==> src/rtl/chip8_pkg.sv <==
// Shared CHIP-8 types and widths: the random-unit state enum plus the register
// index and byte widths used by the CPU and the V-register file.
package chip8_pkg;

    localparam int VREG_IDX_W = 4;
    localparam int BYTE_W     = 8;

    typedef enum logic [1:0] {
        RAND_IDLE   = 2'd0,
        RAND_SAMPLE = 2'd1,
        RAND_WRITE  = 2'd2
    } rand_state_t;

endpackage

==> src/rtl/chip8_rand_unit_if.sv <==
// CXNN request handshake plus the V-register write port, grouped for the CPU
// (master) and the random unit (slave).
interface chip8_rand_unit_if;
    import chip8_pkg::*;

    logic                  req_valid;
    logic                  req_ready;
    logic [VREG_IDX_W-1:0] req_x;
    logic [BYTE_W-1:0]     req_nn;
    logic                  wr_en;
    logic [VREG_IDX_W-1:0] wr_addr;
    logic [BYTE_W-1:0]     wr_data;
    logic                  done;

    modport master (
        output req_valid, req_x, req_nn,
        input  req_ready, wr_en, wr_addr, wr_data, done
    );

    modport slave (
        input  req_valid, req_x, req_nn,
        output req_ready, wr_en, wr_addr, wr_data, done
    );
endinterface

==> src/rtl/chip8_edge_rise.sv <==
// Single-bit rising-edge detector: one-cycle pulse in the cycle after a 0->1
// transition of din. Also used by the keypad wait instruction.
module chip8_edge_rise (
    input  logic clk,
    input  logic rst,
    input  logic din,
    output logic pulse
);

    logic prev_reg;
    logic pulse_reg;

    always_ff @(posedge clk) begin
        if (rst) begin
            prev_reg  <= 1'b0;
            pulse_reg <= 1'b0;
        end else begin
            prev_reg  <= din;
            pulse_reg <= din & ~prev_reg;
        end
    end

    assign pulse = pulse_reg;

endmodule

==> src/rtl/chip8_rand_unit.sv <==
// CHIP-8 CXNN executor: samples the rng byte, masks it with NN and writes VX.
// Define CHIP8_RNG_STIR_EN to turn keypad presses into rng stir pulses.
module chip8_rand_unit
    import chip8_pkg::*;
#(
    parameter int MIN_GAP = 1
) (
    input  logic               clk,
    input  logic               rst,
    chip8_rand_unit_if.slave   bus,
    input  logic [BYTE_W-1:0]  rng_byte,
    output logic               rng_stir,
    input  logic               key_down
);

    localparam logic [3:0] GAP = 4'(MIN_GAP);

    rand_state_t           state_reg, state_next;
    logic [VREG_IDX_W-1:0] x_reg;
    logic [BYTE_W-1:0]     nn_reg;
    logic [3:0]            gap_reg;
    logic [VREG_IDX_W-1:0] addr_reg;
    logic [BYTE_W-1:0]     data_reg;
    logic                  accept;
    logic                  sample;

    always_ff @(posedge clk) begin
        if (rst) begin
            state_reg <= RAND_IDLE;
            x_reg     <= '0;
            nn_reg    <= '0;
            gap_reg   <= GAP;
            addr_reg  <= '0;
            data_reg  <= '0;
        end else begin
            state_reg <= state_next;
            if (accept) begin
                x_reg  <= bus.req_x;
                nn_reg <= bus.req_nn;
            end
            // Output registers load only on a sample so they hold between writes.
            if (sample) begin
                data_reg <= rng_byte & nn_reg;
                addr_reg <= x_reg;
                gap_reg  <= '0;
            end else if (gap_reg < GAP) begin
                gap_reg <= gap_reg + 4'd1;
            end
        end
    end

    always_comb begin
        state_next = state_reg;
        accept     = 1'b0;
        sample     = 1'b0;
        case (state_reg)
            RAND_IDLE: begin
                if (bus.req_valid) begin
                    accept     = 1'b1;
                    state_next = RAND_SAMPLE;
                end
            end
            RAND_SAMPLE: begin
                if (gap_reg >= GAP) begin
                    sample     = 1'b1;
                    state_next = RAND_WRITE;
                end
            end
            RAND_WRITE: state_next = RAND_IDLE;
            default:    state_next = RAND_IDLE;
        endcase
    end

    // Gated by rst so nothing handshakes or writes while reset is held.
    assign bus.req_ready = (state_reg == RAND_IDLE)  && !rst;
    assign bus.wr_en     = (state_reg == RAND_WRITE) && !rst;
    assign bus.done      = (state_reg == RAND_WRITE) && !rst;
    assign bus.wr_addr   = addr_reg;
    assign bus.wr_data   = data_reg;

`ifdef CHIP8_RNG_STIR_EN
    chip8_edge_rise u_stir (
        .clk   (clk),
        .rst   (rst),
        .din   (key_down),
        .pulse (rng_stir)
    );
`else
    logic key_unused;
    assign key_unused = key_down;
    assign rng_stir   = 1'b0;
`endif

endmodule

==> src/flat_wrapper.sv <==
// flat-port wrapper written by rule: the top's interface ports become plain ports
module chip8_rand_unit_flat import chip8_pkg::*;
#(
    parameter int MIN_GAP = 1
)
  (clk, rst, rng_byte, rng_stir, key_down, bus_req_valid, bus_req_x, bus_req_nn, bus_req_ready, bus_wr_en, bus_wr_addr, bus_wr_data, bus_done);
  chip8_rand_unit_if bus_i ();
  input  logic clk;
  input  logic rst;
  input  logic [BYTE_W-1:0] rng_byte;
  output logic rng_stir;
  input  logic key_down;
  input wire logic [$bits(bus_i.req_valid)-1:0] bus_req_valid;
  input wire logic [$bits(bus_i.req_x)-1:0] bus_req_x;
  input wire logic [$bits(bus_i.req_nn)-1:0] bus_req_nn;
  output wire logic [$bits(bus_i.req_ready)-1:0] bus_req_ready;
  output wire logic [$bits(bus_i.wr_en)-1:0] bus_wr_en;
  output wire logic [$bits(bus_i.wr_addr)-1:0] bus_wr_addr;
  output wire logic [$bits(bus_i.wr_data)-1:0] bus_wr_data;
  output wire logic [$bits(bus_i.done)-1:0] bus_done;
  assign bus_i.req_valid = bus_req_valid;
  assign bus_i.req_x = bus_req_x;
  assign bus_i.req_nn = bus_req_nn;
  assign bus_req_ready = bus_i.req_ready;
  assign bus_wr_en = bus_i.wr_en;
  assign bus_wr_addr = bus_i.wr_addr;
  assign bus_wr_data = bus_i.wr_data;
  assign bus_done = bus_i.done;
  chip8_rand_unit #(.MIN_GAP(MIN_GAP)) u_core (.clk(clk), .rst(rst), .bus(bus_i), .rng_byte(rng_byte), .rng_stir(rng_stir), .key_down(key_down));
endmodule
==> config.mk <==
export PLATFORM = sky130hd
export DESIGN_NAME = chip8_rand_unit_flat
export DESIGN_NICKNAME = d
export VERILOG_FILES = /design/src/rtl/chip8_pkg.sv /design/src/rtl/chip8_rand_unit_if.sv /design/src/rtl/chip8_edge_rise.sv /design/src/rtl/chip8_rand_unit.sv /design/src/flat_wrapper.sv
export SDC_FILE = /design/constraint.sdc
export NUM_CORES = 1
export LEC_CHECK = 0
export CAP_MARGIN = 20
export CORE_MARGIN = 1
export CORE_UTILIZATION = 48
export CTS_CLUSTER_DIAMETER = 60
export DETAILED_ROUTE_END_ITERATION = 8
export PLACE_DENSITY = 0.8
export RECOVER_POWER = 50
export SYNTH_ARGS = -nofsm -noshare
export SYNTH_HDL_FRONTEND = slang
export SYNTH_SLANG_ARGS = --single-unit
==> constraint.sdc <==
create_clock -name clk -period 3.8 [get_ports clk]
set_input_delay 0.38 -clock clk [delete_from_list [all_inputs] [get_ports clk]]
set_output_delay 0.38 -clock clk [all_outputs]
set_load 0.1 [all_outputs]
==> metrics.md, run 1 <==
| Metric | Value |
|---|---|
| Ratio of cells with drive above 1 in the final layout | `7.955%` |
| Diode count | `0` |
| DP Area | `roughly 1600 µm²` |
| Final WL | `between 2 and 3 mm` |
| Antenna violation net count after detailed routing | `0` |
| Final Hold Fails | `0` |
| Vias in the first global route | `1,063` |
| Clock Tree Root | `clkbuf_4` |
| Measured slew at the worst slew-check pin | `969.8 ps` |
| Final worst slack | `roughly 1600 ps` |
| CP top delay family | `buffers and inverters` |
| Internal | `just over 0.5 mW` |
| DR iter-0 viols | `10` |
| CTS resizes | `0` |
| Max Fclk | `448.9 MHz` |
| Leading cell type in the layout, fill and taps excluded | `clkdlybuf4s50_1` |
| P&R area growth vs syn | `33.47%` |
| Run status | `complete, no violations` |
| Final Cycle Share | `58.63%` |
| Tmin final | `about 2200 ps` |
| Largest net degree at the start of global routing | `22` |
| CTS clk-pin slew, worst paths | `approximately 90 ps` |
| CP max stage delay | `roughly 1100 ps` |
| Comb pwr share | `28.8%` |
| Mapped Avg Cell Area | `between 8 and 9 µm²` |
| Share of total power in sequential cells | `45.6%` |
| Final setup fails | `0` |
| CP max-delay cell | `clkdlybuf4s50_1` |
| Num CTS Buffers | `5` |
| Placed Cells | `196` |
| Routed vias/inst | `5.461` |
| Max-slew violations | `0` |
| Initial core utilization | `between 50% and 60%` |
| Slew Limit Headroom | `a little over a third` |
| GRT overflow | `0` |
| Unique masters post-synth | `28` |
| Pwr Density | `481.2 nW/µm²` |
| # H-tree levels | `2` |
| Via count | `about 1,100` |
| Synth area leader | `dfxtp_1` |
| Dpl hpwl | `between 1.5 and 2 mm` |
| CP max FO | `2` |
| Fin nets | `202` |
| Setup crit end kind | `primary output` |
| DR WL/cell | `13.74 µm` |
| Synth top area cells | `dfxtp_1 (49%), a21oi_1 (9.9%), nand2_1 (7.4%)` |
| Post-synth top area share | `between 40 and 50%` |
| RSZ-0062 raised after global routing | `false` |
| CTS Sinks | `30` |
| Die area | `2736 µm²` |
| CTS hold repair buffers | `0` |
| TritonCTS clock tree | `yes` |
| Worst VDD drop | `between 0.0003 and 0.0004 V` |
| Synthesized area | `~1200 µm²` |
| Critical Setup Path Class | `reg2out` |
| Core Region | `between 2000 and 2500 µm²` |
| Final clock skew | `~9 ps` |
| Register area share after synthesis | `49.43%` |
| Worst path required time | `3420 ps` |
| Post-Syn Instances | `140` |
| Place WS | `1597 ps` |
| CP Launch Type | `flip-flop` |
| Syn nets | `167` |
| Static leakage | `0.5828 nW` |
| Commonest non-fill, non-tap cells in the layout | `clkdlybuf4s50_1 (33), dfxtp_1 (30), nand2_1 (24), a21oi_1 (24), o21ai_0 (12)` |
| GP Congestion | `just under 0.8` |
| Clk_lat worst skew | `330 ps` |
| Hold Crit Class | `reg2reg` |
| CP Buf/Inv Count | `1` |
| Rows | `17` |
| First-pass GRT wire length | `4.519 mm` |
| Chip Width | `~52 µm` |
| #FFs+latches synth | `30` |
| Port bufs | `37` |
| CTS max path bufs | `2` |
| Total Negative Setup Slacks | `0 ps` |
| Sw Share | `approximately 34%` |
| Post-route cell area | `roughly 1600 µm²` |
| Non-filler cells, final | `204` |
| Clock Power Share | `25.5%` |
| DRC violations left | `0` |
| # IOs | `40` |
| Pre-antenna DRT Iters | `4` |
| Antenna violations before repair | `0` |
| Worst-path cell chain | `clkdlybuf4s50_1` |
| Total GRT Usage | `between 20% and 30%` |
| Yosys warns | `0` |
| Die H | `approximately 52 µm` |
| Max cap viols | `0` |
| Arr. time, crit path | `1850 ps` |
| Sw Pwr | `~0.27 mW` |
| Post-CTS Setup Bufs | `0` |
-- metrics by stage --
stage | total power [mW] | hold slack [ps] | util, %
floorplan | 0.5392 | 436.6 | -
global placement | 0.5874 | 442.7 | 68.25
finish | 0.7802 | 462.7 | 70.59
detailed placement | 0.5983 | 451.0 | 68.25
CTS | 0.7941 | 465.7 | 70.86
global route | 0.8228 | 481.2 | 70.59
-- cell families after synthesis --
family	after synthesis	synth area share, %
XOR/XNOR	1	0.7210
AND/OR/NAND/NOR	51	23.07
AO/OA/AOI/OAI	39	16.69
other	1	0.3087
multiplexers	1	0.8239
adder cells (fa/ha/maj)	3	3.090
flip-flops	30	49.43
buffers and inverters	14	5.870
-- Yosys cell counts (all sizes together) --
library cell / count
nor2: 1
o21bai: 1
nor2b: 1
conb: 1
o21ai: 12
xnor2: 1
nand3: 4
a21oi: 25
nand2b: 1
nand2: 24
or4b: 1
inv: 3
clkbuf: 5
ha: 3
or3: 1
buf: 6
nor3: 5
mux2i: 1
nor4b: 1
nand4: 8
or3b: 2
a31oi: 1
dfxtp: 30
nor3b: 2
-- metal layers --
layer  routed length [µm]  vias up  track usage (%)
met2                 1396       32            40.93
met5                    0        -                0
met3                  148        5            6.087
met4                   57        0            13.16
met1                 1200      523            25.90
li1                     -      554                -
-- path summary, 6_finish.rpt --
path,start,to,slack (ps),cells past startpoint
worst min-delay path,u_core.x_reg[0],u_core.x_reg[0],460,2
worst min register to register,u_core.x_reg[0],u_core.x_reg[0],460,2
worst max-delay path,u_core.bus.wr_addr[2],bus_wr_addr[2],1570,1
worst max register to register,u_core.gap_reg[1],u_core.gap_reg[1],2030,5
-- final cells by class --
class                   count  area (µm²)
clock buffers               7       55.05
clock inverters             1       5.005
fillers                   198       675.6
inverters                   3       11.26
multi-input cells          96       540.5
flip-flops and latches     30       600.6
well taps                  28       35.03
repair buffers             39       374.1
-- power groups by stage --
stage               Clock (mW)  Sequential, mW  Combinational (mW)
floorplan                    0           0.377               0.162
global placement             0           0.360               0.227
detailed placement           0           0.363               0.236
CTS                      0.202           0.355               0.237
global route             0.219           0.358               0.245
finish                   0.199           0.356               0.225
Power figures use the tool's default switching activity.
==> run 2, diff against run 1 <==
- CORE_UTILIZATION: 48 -> 40
- PLACE_DENSITY: 0.8 -> 0.71
- clock period: 3.8 -> 1.85 ns (I/O delays scaled with it)
==> run 2 against run 1 <==
  * The flow now finishes with violations (design-rule violations)
  * Critical endpoint is now u_core.state_reg[0]
  * Critical path type is now reg2reg
  * Critical path depth rose by 4
  * First-iteration DRC count rose to 3.2 times the previous value
  * Global-route usage fell by 4.0 points
  * Sequential share of layout area fell by 0.59 points
  * Combinational power rose by 130%
  * Core utilization fell by 12 points
  * Clock power rose by 79%
  * Sequential power rose by 110%
  * Final cell count rose by 3.9%
==> metrics.md, run 2 (synthesis gave the netlist of run 1 again) <==
| Metric | Value |
|---|---|
| Area occupied by multi-input gates | `553.0 µm² (was 540.5 µm²)` |
| CP max FO | `4 (was 2)` |
| Chip Width | `57.11 µm (was 52.31 µm)` |
| Worst VDD drop | `0.0005705 V (was 0.0003516 V)` |
| Antenna violation net count after detailed routing | `0 (unchanged)` |
| CTS resizes | `0 (unchanged)` |
| FILL cells | `262 (was 198)` |
| CP Launch Type | `flip-flop (unchanged)` |
| Tmin final | `around 1600 ps` |
| GRT overflow | `0 (unchanged)` |
| DR iter-0 viols | `32 (was 10)` |
| Antenna violations before repair | `0 (unchanged)` |
| Diode count | `0 (unchanged)` |
| Post-CTS Setup Bufs | `0 (unchanged)` |
| Total power | `1.598 mW (was 0.7802 mW)` |
| Measured slew at the worst slew-check pin | `541.9 ps (was 969.8 ps)` |
| Max-slew violations | `0 (unchanged)` |
| Pwr Density | `969.6 nW/µm² (was 481.2 nW/µm²)` |
| M1 WL | `1.188 mm (was 1.200 mm)` |
| Static leakage | `0.6381 nW (was 0.5828 nW)` |
| Core Region | `2805 µm² (was 2297 µm²)` |
| Detail Route met2 WL | `1.364 mm (was 1.396 mm)` |
| RSZ-0062 raised after global routing | `false (unchanged)` |
| Max cap viols | `0 (unchanged)` |
| Num CTS Buffers | `5 (unchanged)` |
| CTS hold repair buffers | `0 (unchanged)` |
| Run status | `finished, violations left (was complete, no violations)` |
| Vias in the first global route | `1,137 (was 1,063)` |
| First-pass GRT wire length | `4.843 mm (was 4.519 mm)` |
| Top Layer Used | `met4 (unchanged)` |
| Slew Limit Headroom | `64.02% (was 35.15%)` |
| Worst-path cell chain | `inv_1 > ha_1 > or3b_4 > or3_1 > a21oi_2 (was clkdlybuf4s50_1)` |
| Clock Tree Root | `clkbuf_4 (unchanged)` |
| CP max stage delay | `420 ps (was 1140 ps)` |
| Setup crit end kind | `flip-flop (was primary output)` |
| GP Congestion | `0.7560 (was 0.7732)` |
| Arr. time, crit path | `1900 ps (was 1850 ps)` |
| Worst path required time | `2120 ps (was 3420 ps)` |
| Via count | `1,115 (was 1,114)` |
| Reg area | `600.6 µm² (unchanged)` |
| Clk_lat worst skew | `330 ps (about the same)` |
| DR WL/cell | `13.09 µm (was 13.74 µm)` |
| Worst Setup SP | `u_core.gap_reg[0] (was u_core.bus.wr_addr[2])` |
| Reg-to-Reg Start | `u_core.gap_reg[0] (was u_core.gap_reg[1])` |
| Final Hold Fails | `0 (unchanged)` |
| Final setup fails | `0 (unchanged)` |
| Initial core utilization | `43.31% (was 52.89%)` |
| TritonCTS clock tree | `yes (unchanged)` |
| Ratio of cells with drive above 1 in the final layout | `19.34% (was 7.955%)` |
| # H-tree levels | `2 (unchanged)` |
| CTS clk-pin slew, worst paths | `90 ps (about the same)` |
| Leading cell type in the layout, fill and taps excluded | `dfxtp_1 (was clkdlybuf4s50_1)` |
| Commonest non-fill, non-tap cells in the layout | `dfxtp_1 (30), nand2_1 (24), a21oi_1 (24) (was clkdlybuf4s50_1 (33), dfxtp_1 (30), nand2_1 (24), a21oi_1 (24), o21ai_0 (12))` |
| CP max-delay cell | `or3b_4 (was clkdlybuf4s50_1)` |
| DP Area | `1634 µm² (was 1568 µm²)` |
| DR WL met3 | `168 µm (was 148 µm)` |
| Rows | `19 (was 17)` |
| CTS max path bufs | `2 (unchanged)` |
| Hold Crit Class | `in2reg (was reg2reg)` |
| Critical Setup Path Class | `reg2reg (was reg2out)` |
| Die area | `3262 µm² (was 2736 µm²)` |
| DRC violations left | `4 (was 0)` |
| Max Fclk | `614.5 MHz` |
| Total GRT Usage | `19.61% (was 23.65%)` |
| Fin nets | `208 (was 202)` |
| Final WL | `2.775 mm (was 2.802 mm)` |
| Utilization after layout | `58.74% (was 70.59%)` |
| Hold_sp | `bus_req_nn[0] (was u_core.x_reg[0])` |
| Post-route cell area | `1648 µm² (was 1622 µm²)` |
| CTS Sinks | `30 (unchanged)` |
| Final Cycle Share | `~88%` |
| Final clock skew | `9.982 ps (was 9.023 ps)` |
| Die H | `57.11 µm (was 52.31 µm)` |
| Pre-antenna DRT Iters | `5 (was 4)` |
| P&R area growth vs syn | `35.63% (was 33.47%)` |
| Failing checks | `design-rule violations` |
| Port bufs | `37 (unchanged)` |
| Dpl hpwl | `2.014 mm (was 1.949 mm)` |
| Largest net degree at the start of global routing | `18 (was 22)` |
| Routed vias/inst | `5.259 (was 5.461)` |
| # IOs | `40 (unchanged)` |
==> run 2: cell types whose count changed in the layout (fill, tap and decap cells not counted), sizes merged <==
cell           previous run  this run
clkdlybuf4s50            33        22
clkinv                    1         2
clkbuf                    8        18
buf                       4        10
dlygate4sd3               1         0
==> run 2: worst paths after layout <==
path / cells after the start / slack [ps] / endpoint
worst max-delay path: 5 / 220 / u_core.state_reg[0]
worst min-delay path: 3 / 390 / u_core.nn_reg[0]
worst max register to register: 5 / 220 / u_core.state_reg[0]
worst min register to register: 2 / 460 / u_core.nn_reg[7]
==> run 2: layer usage <==
| layer | global-route usage, % | vias to the layer above |
|---|---|---|
| li1 | - | 571 |
| met1 | 21.56 | 506 |
| met2 | 34.45 | 30 |
| met3 | 7.256 | 8 |
| met4 | 7.317 | 0 |
| met5 | 0 | - |
==> run 2: power breakdown <==
part,switching [mW],internal (mW)
sequential,0.0368,0.694
combinational,0.299,0.212
clock,0.219,0.136
total,0.555,1.04
==> run 2: layout make-up <==
cell class                      instances  share of cell area (%)
Inverter                                3                  0.6834
Clock inverter                          2                  0.6074
Multi-Input combinational cell         96                   33.56
Sequential cell                        30                   36.45
Tap cell                               31                   2.354
Clock buffer                            5                   2.278
Timing Repair Buffer                   45                   24.07
==> run 2: critical path, delay by kind of cell, from the launching register on <==
kind	cells	cell delay (ps)
and+or+nand+nor	2	780
AOI/OAI and AO/OA	1	140
buffers and inverters	1	100
adders and majority gates	1	220
DFF	1	340
==> run 2: through the flow <==
stage | TNS, ps | instances | setup slack [ps] | hold WS [ps]
after floorplan | -450.1 | 140 | -450.1 | 264.3
after global placement | 0 | 205 | 291.6 | 445.2
after detailed placement | 0 | 205 | 246.5 | 448.7
after CTS | 0 | 212 | 220.3 | 387.5
after global routing | 0 | 212 | 147.8 | 389.1
final | 0 | 212 | 222.7 | 394.0
